### config.mk
export PLATFORM = sky130hd
export DESIGN_NAME = mem_stage_flat
export DESIGN_NICKNAME = d
export VERILOG_FILES = /design/src/rtl/mem_stage_pkg.sv /design/src/rtl/mem_stage_if.sv /design/src/rtl/mem_stage_load_align.sv /design/src/rtl/mem_stage.sv /design/src/flat_wrapper.sv
export SDC_FILE = /design/constraint.sdc
export NUM_CORES = 1
export LEC_CHECK = 0
export CAP_MARGIN = 20
export CORE_UTILIZATION = 50
export DETAILED_ROUTE_END_ITERATION = 10
export GPL_TIMING_DRIVEN = 0
export HOLD_SLACK_MARGIN = 0.12
export PLACE_DENSITY = 0.93
export SETUP_SLACK_MARGIN = 0.02
export SLEW_MARGIN = 20
export SYNTH_ARGS = -nofsm -noshare
export SYNTH_HDL_FRONTEND = slang
export SYNTH_SLANG_ARGS = --single-unit
### constraint.sdc
create_clock -name clk -period 7.95 [get_ports clk]
set_input_delay 1.59 -clock clk [delete_from_list [all_inputs] [get_ports clk]]
set_output_delay 1.59 -clock clk [all_outputs]
set_load 0.1 [all_outputs]
### src/rtl/mem_stage_pkg.sv
// Shared widths, load opcodes, FSM states and the EX->MEM bus layout for the MEM stage.
package mem_stage_pkg;

    localparam int unsigned ES_TO_MS_BUS_WD = 107;
    localparam int unsigned MS_TO_WS_BUS_WD = 71;

    typedef enum logic [2:0] {
        LdNone = 3'd0,
        LdLb   = 3'd1,
        LdLbu  = 3'd2,
        LdLh   = 3'd3,
        LdLhu  = 3'd4,
        LdLw   = 3'd5,
        LdLwl  = 3'd6,
        LdLwr  = 3'd7
    } load_op_e;

    // Tracks the single outstanding data-bus request owned by MEM.
    typedef enum logic [1:0] {
        StIdle,
        StWait,
        StBuf,
        StDiscard
    } ms_state_e;

    typedef struct packed {
        logic        ex;
        logic        gr_we;
        logic [4:0]  dest;
        logic [2:0]  load_op;
        logic        req_issued;
        logic [31:0] rt_value;
        logic [31:0] alu_result;
        logic [31:0] pc;
    } es_to_ms_t;

endpackage

### src/rtl/mem_stage_if.sv
// Pipeline handshake, data-bus response and forwarding signals around the MEM stage.
interface mem_stage_if;
    import mem_stage_pkg::*;

    logic                       es_to_ms_valid;
    logic [ES_TO_MS_BUS_WD-1:0] es_to_ms_bus;
    logic                       ms_allowin;
    logic                       ws_allowin;
    logic                       ms_to_ws_valid;
    logic [MS_TO_WS_BUS_WD-1:0] ms_to_ws_bus;
    logic                       data_data_ok;
    logic [31:0]                data_rdata;
    logic                       flush;
    logic [4:0]                 MS_dest;
    logic [31:0]                MS_result;
    logic                       ms_load_pending;

    // Environment side: EX, WB, data bus and exception unit.
    modport master (
        output es_to_ms_valid, es_to_ms_bus, ws_allowin, data_data_ok, data_rdata, flush,
        input  ms_allowin, ms_to_ws_valid, ms_to_ws_bus, MS_dest, MS_result, ms_load_pending
    );

    // MEM stage side.
    modport slave (
        input  es_to_ms_valid, es_to_ms_bus, ws_allowin, data_data_ok, data_rdata, flush,
        output ms_allowin, ms_to_ws_valid, ms_to_ws_bus, MS_dest, MS_result, ms_load_pending
    );

endinterface

### src/rtl/mem_stage_load_align.sv
// Little-endian load data alignment, including the unaligned lwl/lwr merges with rt.
module load_align
    import mem_stage_pkg::*;
(
    input  logic [2:0]  load_op,
    input  logic [1:0]  addr,
    input  logic [31:0] rdata,
    input  logic [31:0] rt_value,
    output logic [31:0] result
);

    logic [4:0]  sh_r;
    logic [4:0]  sh_l;
    logic [31:0] shifted;
    logic [7:0]  byte_v;
    logic [15:0] half_v;

    // Select and extend the addressed byte/halfword, or merge for lwl/lwr.
    always_comb begin
        sh_r    = {addr, 3'b000};
        sh_l    = {~addr, 3'b000};          // 8*(3-a)
        shifted = rdata >> sh_r;
        byte_v  = shifted[7:0];
        half_v  = addr[1] ? rdata[31:16] : rdata[15:0];
        result  = rdata;
        case (load_op)
            LdLb:    result = {{24{byte_v[7]}}, byte_v};
            LdLbu:   result = {24'd0, byte_v};
            LdLh:    result = {{16{half_v[15]}}, half_v};
            LdLhu:   result = {16'd0, half_v};
            LdLwl:   result = (rdata << sh_l) | (rt_value & ~(32'hFFFF_FFFF << sh_l));
            LdLwr:   result = (rdata >> sh_r) | (rt_value & ~(32'hFFFF_FFFF >> sh_r));
            default: result = rdata;
        endcase
    end

endmodule

### src/rtl/mem_stage.sv
// MEM pipeline stage: holds one instruction, waits for its data-bus response and aligns load data.
module mem_stage
    import mem_stage_pkg::*;
(
    input  logic        clk,
    input  logic        resetn,
    mem_stage_if.slave  pipe
);

    ms_state_e   state_q, state_d;
    logic        ms_valid_q;
    es_to_ms_t   ms_bus_q;
    es_to_ms_t   es_bus;
    logic [31:0] buf_q;
    logic        buf_load;
    logic        ready_go;
    logic        allowin;
    logic        capture;
    logic        new_req;
    logic [31:0] ld_data;
    logic [31:0] aligned;
    logic [31:0] result;

    assign es_bus   = es_to_ms_t'(pipe.es_to_ms_bus);
    assign ready_go = !ms_bus_q.req_issued || (state_q == StWait && pipe.data_data_ok) ||
                      (state_q == StBuf);
    assign allowin  = !ms_valid_q || (ready_go && pipe.ws_allowin);
    // Flush wins over capture, so a flushed cycle never starts tracking a new request.
    assign capture  = allowin && !pipe.flush;
    assign new_req  = capture && pipe.es_to_ms_valid && es_bus.req_issued;

    // Stage register, response buffer and FSM state.
    always_ff @(posedge clk or negedge resetn) begin
        if (!resetn) begin
            state_q    <= StIdle;
            ms_valid_q <= 1'b0;
            ms_bus_q   <= '0;
            buf_q      <= '0;
        end else begin
            state_q <= state_d;
            if (pipe.flush) begin
                ms_valid_q <= 1'b0;
            end else if (allowin) begin
                ms_valid_q <= pipe.es_to_ms_valid;
            end
            if (capture && pipe.es_to_ms_valid) begin
                ms_bus_q <= es_bus;
            end
            if (buf_load) begin
                buf_q <= pipe.data_rdata;
            end
        end
    end

    // Next-state logic for the outstanding-request tracker.
    always_comb begin
        state_d  = state_q;
        buf_load = 1'b0;
        case (state_q)
            StIdle: begin
                if (new_req) state_d = StWait;
            end
            StWait: begin
                if (pipe.flush) begin
                    state_d = pipe.data_data_ok ? StIdle : StDiscard;
                end else if (pipe.data_data_ok) begin
                    if (pipe.ws_allowin) begin
                        state_d = new_req ? StWait : StIdle;
                    end else begin
                        state_d  = StBuf;
                        buf_load = 1'b1;
                    end
                end
            end
            StBuf: begin
                if (pipe.flush) begin
                    state_d = StIdle;
                end else if (pipe.ws_allowin) begin
                    state_d = new_req ? StWait : StIdle;
                end
            end
            StDiscard: begin
                // The response arriving now belongs to the flushed request.
                if (pipe.data_data_ok) begin
                    if (new_req || (ms_valid_q && ms_bus_q.req_issued && !pipe.flush)) begin
                        state_d = StWait;
                    end else begin
                        state_d = StIdle;
                    end
                end
            end
            default: state_d = StIdle;
        endcase
    end

    assign ld_data = (state_q == StBuf) ? buf_q : pipe.data_rdata;

    load_align u_load_align (
        .load_op  (ms_bus_q.load_op),
        .addr     (ms_bus_q.alu_result[1:0]),
        .rdata    (ld_data),
        .rt_value (ms_bus_q.rt_value),
        .result   (aligned)
    );

    // Final result and outputs toward WB and the forwarding network.
    always_comb begin
        result = (ms_bus_q.load_op != LdNone) ? aligned : ms_bus_q.alu_result;
        pipe.ms_allowin      = allowin;
        pipe.ms_to_ws_valid  = ms_valid_q && ready_go && !pipe.flush;
        pipe.ms_to_ws_bus    = {ms_bus_q.ex, ms_bus_q.gr_we, ms_bus_q.dest, result, ms_bus_q.pc};
        pipe.MS_dest         = (ms_valid_q && ms_bus_q.gr_we) ? ms_bus_q.dest : 5'd0;
        pipe.MS_result       = result;
        pipe.ms_load_pending = ms_valid_q && (ms_bus_q.load_op != LdNone) && !ready_go;
    end

endmodule
### src/flat_wrapper.sv
// flat-port wrapper written by rule: the top's interface ports become plain ports
module mem_stage_flat import mem_stage_pkg::*;
  (clk, resetn, pipe_es_to_ms_valid, pipe_es_to_ms_bus, pipe_ws_allowin, pipe_data_data_ok, pipe_data_rdata, pipe_flush, pipe_ms_allowin, pipe_ms_to_ws_valid, pipe_ms_to_ws_bus, pipe_MS_dest, pipe_MS_result, pipe_ms_load_pending);
  mem_stage_if pipe_i ();
  input  logic clk;
  input  logic resetn;
  input wire logic [$bits(pipe_i.es_to_ms_valid)-1:0] pipe_es_to_ms_valid;
  input wire logic [$bits(pipe_i.es_to_ms_bus)-1:0] pipe_es_to_ms_bus;
  input wire logic [$bits(pipe_i.ws_allowin)-1:0] pipe_ws_allowin;
  input wire logic [$bits(pipe_i.data_data_ok)-1:0] pipe_data_data_ok;
  input wire logic [$bits(pipe_i.data_rdata)-1:0] pipe_data_rdata;
  input wire logic [$bits(pipe_i.flush)-1:0] pipe_flush;
  output wire logic [$bits(pipe_i.ms_allowin)-1:0] pipe_ms_allowin;
  output wire logic [$bits(pipe_i.ms_to_ws_valid)-1:0] pipe_ms_to_ws_valid;
  output wire logic [$bits(pipe_i.ms_to_ws_bus)-1:0] pipe_ms_to_ws_bus;
  output wire logic [$bits(pipe_i.MS_dest)-1:0] pipe_MS_dest;
  output wire logic [$bits(pipe_i.MS_result)-1:0] pipe_MS_result;
  output wire logic [$bits(pipe_i.ms_load_pending)-1:0] pipe_ms_load_pending;
  assign pipe_i.es_to_ms_valid = pipe_es_to_ms_valid;
  assign pipe_i.es_to_ms_bus = pipe_es_to_ms_bus;
  assign pipe_i.ws_allowin = pipe_ws_allowin;
  assign pipe_i.data_data_ok = pipe_data_data_ok;
  assign pipe_i.data_rdata = pipe_data_rdata;
  assign pipe_i.flush = pipe_flush;
  assign pipe_ms_allowin = pipe_i.ms_allowin;
  assign pipe_ms_to_ws_valid = pipe_i.ms_to_ws_valid;
  assign pipe_ms_to_ws_bus = pipe_i.ms_to_ws_bus;
  assign pipe_MS_dest = pipe_i.MS_dest;
  assign pipe_MS_result = pipe_i.MS_result;
  assign pipe_ms_load_pending = pipe_i.ms_load_pending;
  mem_stage u_core (.clk(clk), .resetn(resetn), .pipe(pipe_i));
endmodule
After elaboration in Yosys (flattened, before gate mapping)
Index checks and enable logic that the tools add are counted.
{"block": "totals", "regBits": 142, "latch_bits": 0, "mem_bits_rw": 0, "mem_bits_ro": 0, "input_bits": 145, "output_inout_bits": 111, "word_cells": 81, "n_memories": 0}
{"block": "op_classes", "addsub": 0, "multipliers": 0, "div": 0, "order_cmp": 0, "eq_ne": 13, "shift": 4, "muxes": 22, "n_bitwise": 7, "n_reduce_logical": 24}
{"cell": "$pmux 32 s6", "n": 1}
{"cell": "$and 32x32->32", "n": 2}
{"cell": "$mux 32", "n": 2}
{"cell": "$not 32->32", "n": 2}
{"cell": "$or 32x32->32", "n": 2}
{"cell": "$shl 32x5->32", "n": 1}
{"cell": "$shl 32x5->32 const A", "n": 1}
{"cell": "$shr 32x5->32", "n": 1}
{"cell": "$shr 32x5->32 const A", "n": 1}
{"cell": "$mux 16", "n": 1}
{"cell": "$mux 2", "n": 8}
{"cell": "$logic_and 1x1->1", "n": 12}
{"cell": "$eq 3x3->1 const B", "n": 3}
{"cell": "$mux 1", "n": 8}
{"cell": "$pmux 2 s4", "n": 1}
{"cell": "$eq 3x2->1 const B", "n": 2}
{"cell": "$ne 3x3->1 const B", "n": 2}
{"cell": "$mux 5", "n": 1}
{"cell": "$eq 2x2->1 const B", "n": 2}
{"cell": "$logic_not 1->1", "n": 4}
{"cell": "$logic_or 1x1->1", "n": 4}
{"cell": "$reduce_and 4->1", "n": 1}
{"cell": "$eq 3x1->1 const B", "n": 1}
{"cell": "$reduce_bool 3->1", "n": 1}
{"cell": "other kinds (6)", "n": 6}

Longest topological paths before layout
{"block": "logic_depth", "word_depth": 14, "depth_mapped": 11, "mapped_depth_nobuf": 6}

Hierarchy
Synthesis repeated with hierarchy kept, for this count alone.
{"block": "unflattened", "hier_cells": 795, "area_unflattened_um2": 9211.3}
{"mod": "mem_stage", "instances": 1, "cells_each": 470, "area_each_um2": 6776.5, "seq_area_each_um2": 3553.4}
{"mod": "load_align", "instances": 1, "cells_each": 325, "area_each_um2": 2434.8, "seq_area_each_um2": 0.0}

Least setup slack after synthesis
No wires, ideal clock.
{"block": "synth_path", "path_type": "input to output", "start": "input port pipe_data_rdata[2]", "end": "output port pipe_ms_to_ws_bus[50]", "arrival_time_ns": 5.232, "required_ns": 6.360, "path_slack_ns": 1.128, "stages": 6, "n_path_buf": 1, "cell_sequence": "mux2i_1 -> mux2i_1 -> a21oi_1 -> o22a_1 -> a221oi_1 -> buf_4"}
{"block": "synth_via", "elab_chain_len": 5, "word_cells_on_any_way": 7, "cone_classes": "shift: 2; mux: 3; bitwise: 2"}
{"item": "start, declared", "line_no": "flat_wrapper.sv:11", "text": "input wire logic [$bits(pipe_i.data_rdata)-1:0] pipe_data_rdata;"}
{"item": "$mux 32 (*)", "line_no": "mem_stage.sv:96", "text": "assign ld_data = (state_q == StBuf) ? buf_q : pipe.data_rdata;"}
{"item": "$shr 32x5->32 or $shl 32x5->32 (tied branches)", "line_no": "mem_stage_load_align.sv:32, mem_stage_load_align.sv:31"}
{"item": "$or 32x32->32 (on tied branches)", "line_no": "mem_stage_load_align.sv:32, mem_stage_load_align.sv:31"}
{"item": "$pmux 32 s6 (*)", "line_no": "mem_stage_load_align.sv:26", "text": "case (load_op)"}
{"item": "$mux 32 (*)", "line_no": "mem_stage.sv:108", "text": "result = (ms_bus_q.load_op != LdNone) ? aligned : ms_bus_q.alu_result;"}
{"item": "end, declared", "line_no": "flat_wrapper.sv:15", "text": "output wire logic [$bits(pipe_i.ms_to_ws_bus)-1:0] pipe_ms_to_ws_bus;"}
Mark *: on every way between the ends. The rest lies on a longest branch, timed or not.

Final worst setup path
Ends and elaborated chain as after synthesis.

==> impl_metrics.sql <==
INSERT INTO impl_metrics (metric_group, metric, value, unit) VALUES
('status', 'status', 'finished, final reports clean', ''),
('clock_network', 'cts.repair.resized', '0', ''),
('synthesis', 'synth_ff_type', 'dfrtp_1', ''),
('power', 'p_per_area', '360.0', 'nW/um^2'),
('die', 'design.core.area', '17240', 'um^2'),
('die', 'die_height', '134.8', 'um'),
('worst_setup_path', 'timing.critical_path.fanout_max', '5', ''),
('detailed_routing', 'drt_first_pass_iters', '7', ''),
('clock_network', 'cts.sinks', '142', ''),
('die', 'dieWidth', '134.8', 'um'),
('sta', 'slew_viol_final', '0', ''),
('grt', 'met1_usage', '42.54', '%'),
('synthesis', 'synth_nets', '992', ''),
('clock_network', 'cts_tree', 'built', ''),
('grt', 'gr-max-usage-layer', 'met2', ''),
('final_layout', 'antenna-diode-count', '0', ''),
('placed_design', 'placement.io_buffers', '255', ''),
('final_layout', 'layout_common_cells', 'clkdlybuf4s50_1 (254), mux2_2 (142), dfrtp_1 (142)', ''),
('synthesis', 'ys_top_cells_by_area', 'dfrtp_1 (40%), mux2_2 (18%), buf_4 (7.0%)', ''),
('clock_network', 'htreeDepth', '4', ''),
('synthesis', 'yosys.cell_types.count', '60', ''),
('sta', 'min_period_over_period', '85.13', '%'),
('worst_setup_path', 'cp_num_buf_inv', '3', ''),
('synthesis', 'synth_seq_area_share', '40.32', '%'),
('final_layout', 'layout.cell_area.non_filler', '12260', 'um^2'),
('power', 'leakagePower', '5.318', 'nW'),
('synthesis', 'number_of_synthesized_register_bits', '142', ''),
('synthesis', 'synthDominantCellAreaShare', '40.32', '%'),
('clock_network', 'cts_made_buffers', '17', ''),
('clock_network', 'postCtsHoldBufs', '0', ''),
('worst_setup_path', 'crit_path_top_delay_cell', 'clkdlybuf4s50_1', ''),
('die', 'initial_utilization', '51.13', '%'),
('clock_network', 'cts.clk_slew.worst_paths', '60', 'ps'),
('detailed_routing', 'drt-vias-per-instance', '5.989', ''),
('synthesis', 'mappedNetlistArea', '8813', 'um^2'),
('detailed_routing', 'detail-route-antenna-nets', '0', ''),
('grt', 'gr-total-overflow', '0', ''),
('sta', 'finalSetupTns', '0', 'ps'),
('sta', 'tightestPinTransition', '1006', 'ps'),
('sta', 'min_period', '6768', 'ps'),
('sta', 'rsz_0062_raised_after_global_routing', 'false', ''),
('die', 'core.rowCount', '48', ''),
('placed_design', 'place_congestion', '1.027', ''),
('clock_network', 'post-cts-setup-buffer-count', '0', ''),
('sta', 'finalSetupViolations', '0', ''),
('worst_setup_path', 'crit_path_max_delay_family', 'buffers and inverters', ''),
('clock_network', 'cts-root-to-sink-buffers', '2', ''),
('worst_setup_path', 'critPathKind', 'input pin to primary output', ''),
('synthesis', 'netlist.top_cell.by_area', 'dfrtp_1', ''),
('grt', 'global_route.usage.met2', '59.59', '%'),
('min_path', 'hold_class', 'flip-flop to flip-flop', ''),
('placed_design', 'postPlaceCellArea', '11680', 'um^2'),
('placed_design', 'place_hpwl', '24.27', 'mm'),
('detailed_routing', 'routed_wirelength_normalized_by_instance_count', '23.37', 'um'),
('grt', 'grt_antenna_before_repair', '0', ''),
('worst_setup_path', 'worstSetupStartpointType', 'input pin', ''),
('final_layout', 'drive_gt1_share', '25.73', '%'),
('synthesis', 'average_footprint_of_a_synthesized_cell', '10.41', 'um^2'),
('detailed_routing', 'drt_iter0_markers', '748', ''),
('worst_setup_path', 'cp-end-kind', 'primary output', ''),
('sta', 'max_slew_margin', '31.04', '%'),
('worst_setup_path', 'crit_path_cell_trace', 'clkdlybuf4s50_1 -> mux2i_1 -> mux2i_1 -> a21oi_1 -> o22a_1 -> a221oi_1 -> buf_4 -> clkdlybuf4s50_1', ''),
('die', 'io_pins', '256', ''),
('grt', 'global_route.usage.met3', '10.44', '%'),
('final_layout', 'area.growth.synth_to_final', '39.13', '%'),
('grt', 'vias_in_the_first_global_route', '8400', ''),
('final_layout', 'nets', '1267', ''),
('die', 'die_area', '18160', 'um^2'),
('sta', 'timing_hold_violations_final', '0', ''),
('power', 'ir_worst_vdd', '336.2', 'uV'),
('grt', 'grtUsageTotal', '35.97', '%');
==> cell type report <==
cell class / instances / area [um^2]
plain buffers: 128 / 832.0
clock buffers: 24 / 501.7
clock inverters: 8 / 80.08
fillers: 1237 / 4975
inverters: 11 / 41.29
multi-input cells: 566 / 4387
flip-flops and latches: 142 / 3553
well taps: 225 / 281.5
repair buffers: 256 / 2585
==> cell families (layout without fill, tap and decap cells) <==
kind of cell	after synthesis	in the layout	share of synthesized area, %
AND/OR/NAND/NOR	173	173	9.015
adder cells (fa/ha/maj)	2	2	0.2272
flip-flops	142	142	40.32
AO/OA/AOI/OAI	187	187	13.93
buffers and inverters	139	427	9.909
multiplexers	204	204	26.60
==> worst paths after layout <==
| kind | start | endpoint | slack, ps | depth (start not counted) |
|---|---|---|---|---|
| worst min-delay path | u_core.ms_bus_q[48] | u_core.ms_bus_q[48] | 500 | 1 |
| worst max-delay path | pipe_data_rdata[2] | pipe_ms_to_ws_bus[50] | 1180 | 8 |
| min in group asynchronous | resetn | u_core.ms_bus_q[68] | 1050 | 1 |
| worst max register to register | u_core.state_q[0] | u_core.ms_bus_q[61] | 5090 | 9 |
| max in group asynchronous | resetn | u_core.ms_bus_q[76] | 6080 | 2 |
| worst min register to register | u_core.ms_bus_q[48] | u_core.ms_bus_q[48] | 500 | 1 |
==> worst register-to-register path, delay by kind of cell, from the launching register on <==
kind	cells	cell delay, ps
compound gates	1	180
simple gates	3	660
mux	1	380
flops	1	370
buf+inv	4	1140
==> cells in the mapped netlist, drive strengths merged (3+ instances only) <==
library cell    n
dfrtp         142
mux2          142
buf           105
nand2          65
mux2i          53
nor2           52
o21ai          49
a21oi          40
clkbuf         23
nor2b          14
a221oi         12
a31oi          11
o22ai          11
and3           10
inv            10
a211oi          9
mux4            9
o211ai          9
nand2b          7
nor3            7
a21o            5
a22oi           5
and2            5
o22a            5
a2bb2oi         4
or2             4
nand3           3
o2bb2ai         3
==> power breakdown <==
part,switching [mW],internal (mW)
Clock,0.322,0.472
Sequential,0.0976,0.855
Combinational,1.91,0.761
Total,2.33,2.09
==> state kept, by name (all words and copies together), names as in the netlist <==
register                  flops
u_core.ms_bus_q              68
u_core.buf_q                 32
u_core.pipe.ms_to_ws_bus     39
u_core.ms_valid_q             1
u_core.state_q                2
==> through the flow <==
stage	setup WS (ps)	std cells	hold WS, ps	utilization (%)
detailed placement	1311	1328	493.5	67.76
global route	1188	1360	515.0	71.14
CTS	1315	1360	505.0	71.14
floorplan	1128	847	475.2	-
finish	1182	1360	502.4	71.14
global placement	-324.1	1327	485.6	67.57
==> metal layers <==
layer	routed length [um]	vias to the layer above
met2	15450	521
met3	3319	106
met4	1470	0
met1	11540	3944
li1	-	3574
met5	0	-
(Power assumes the default switching activity.)
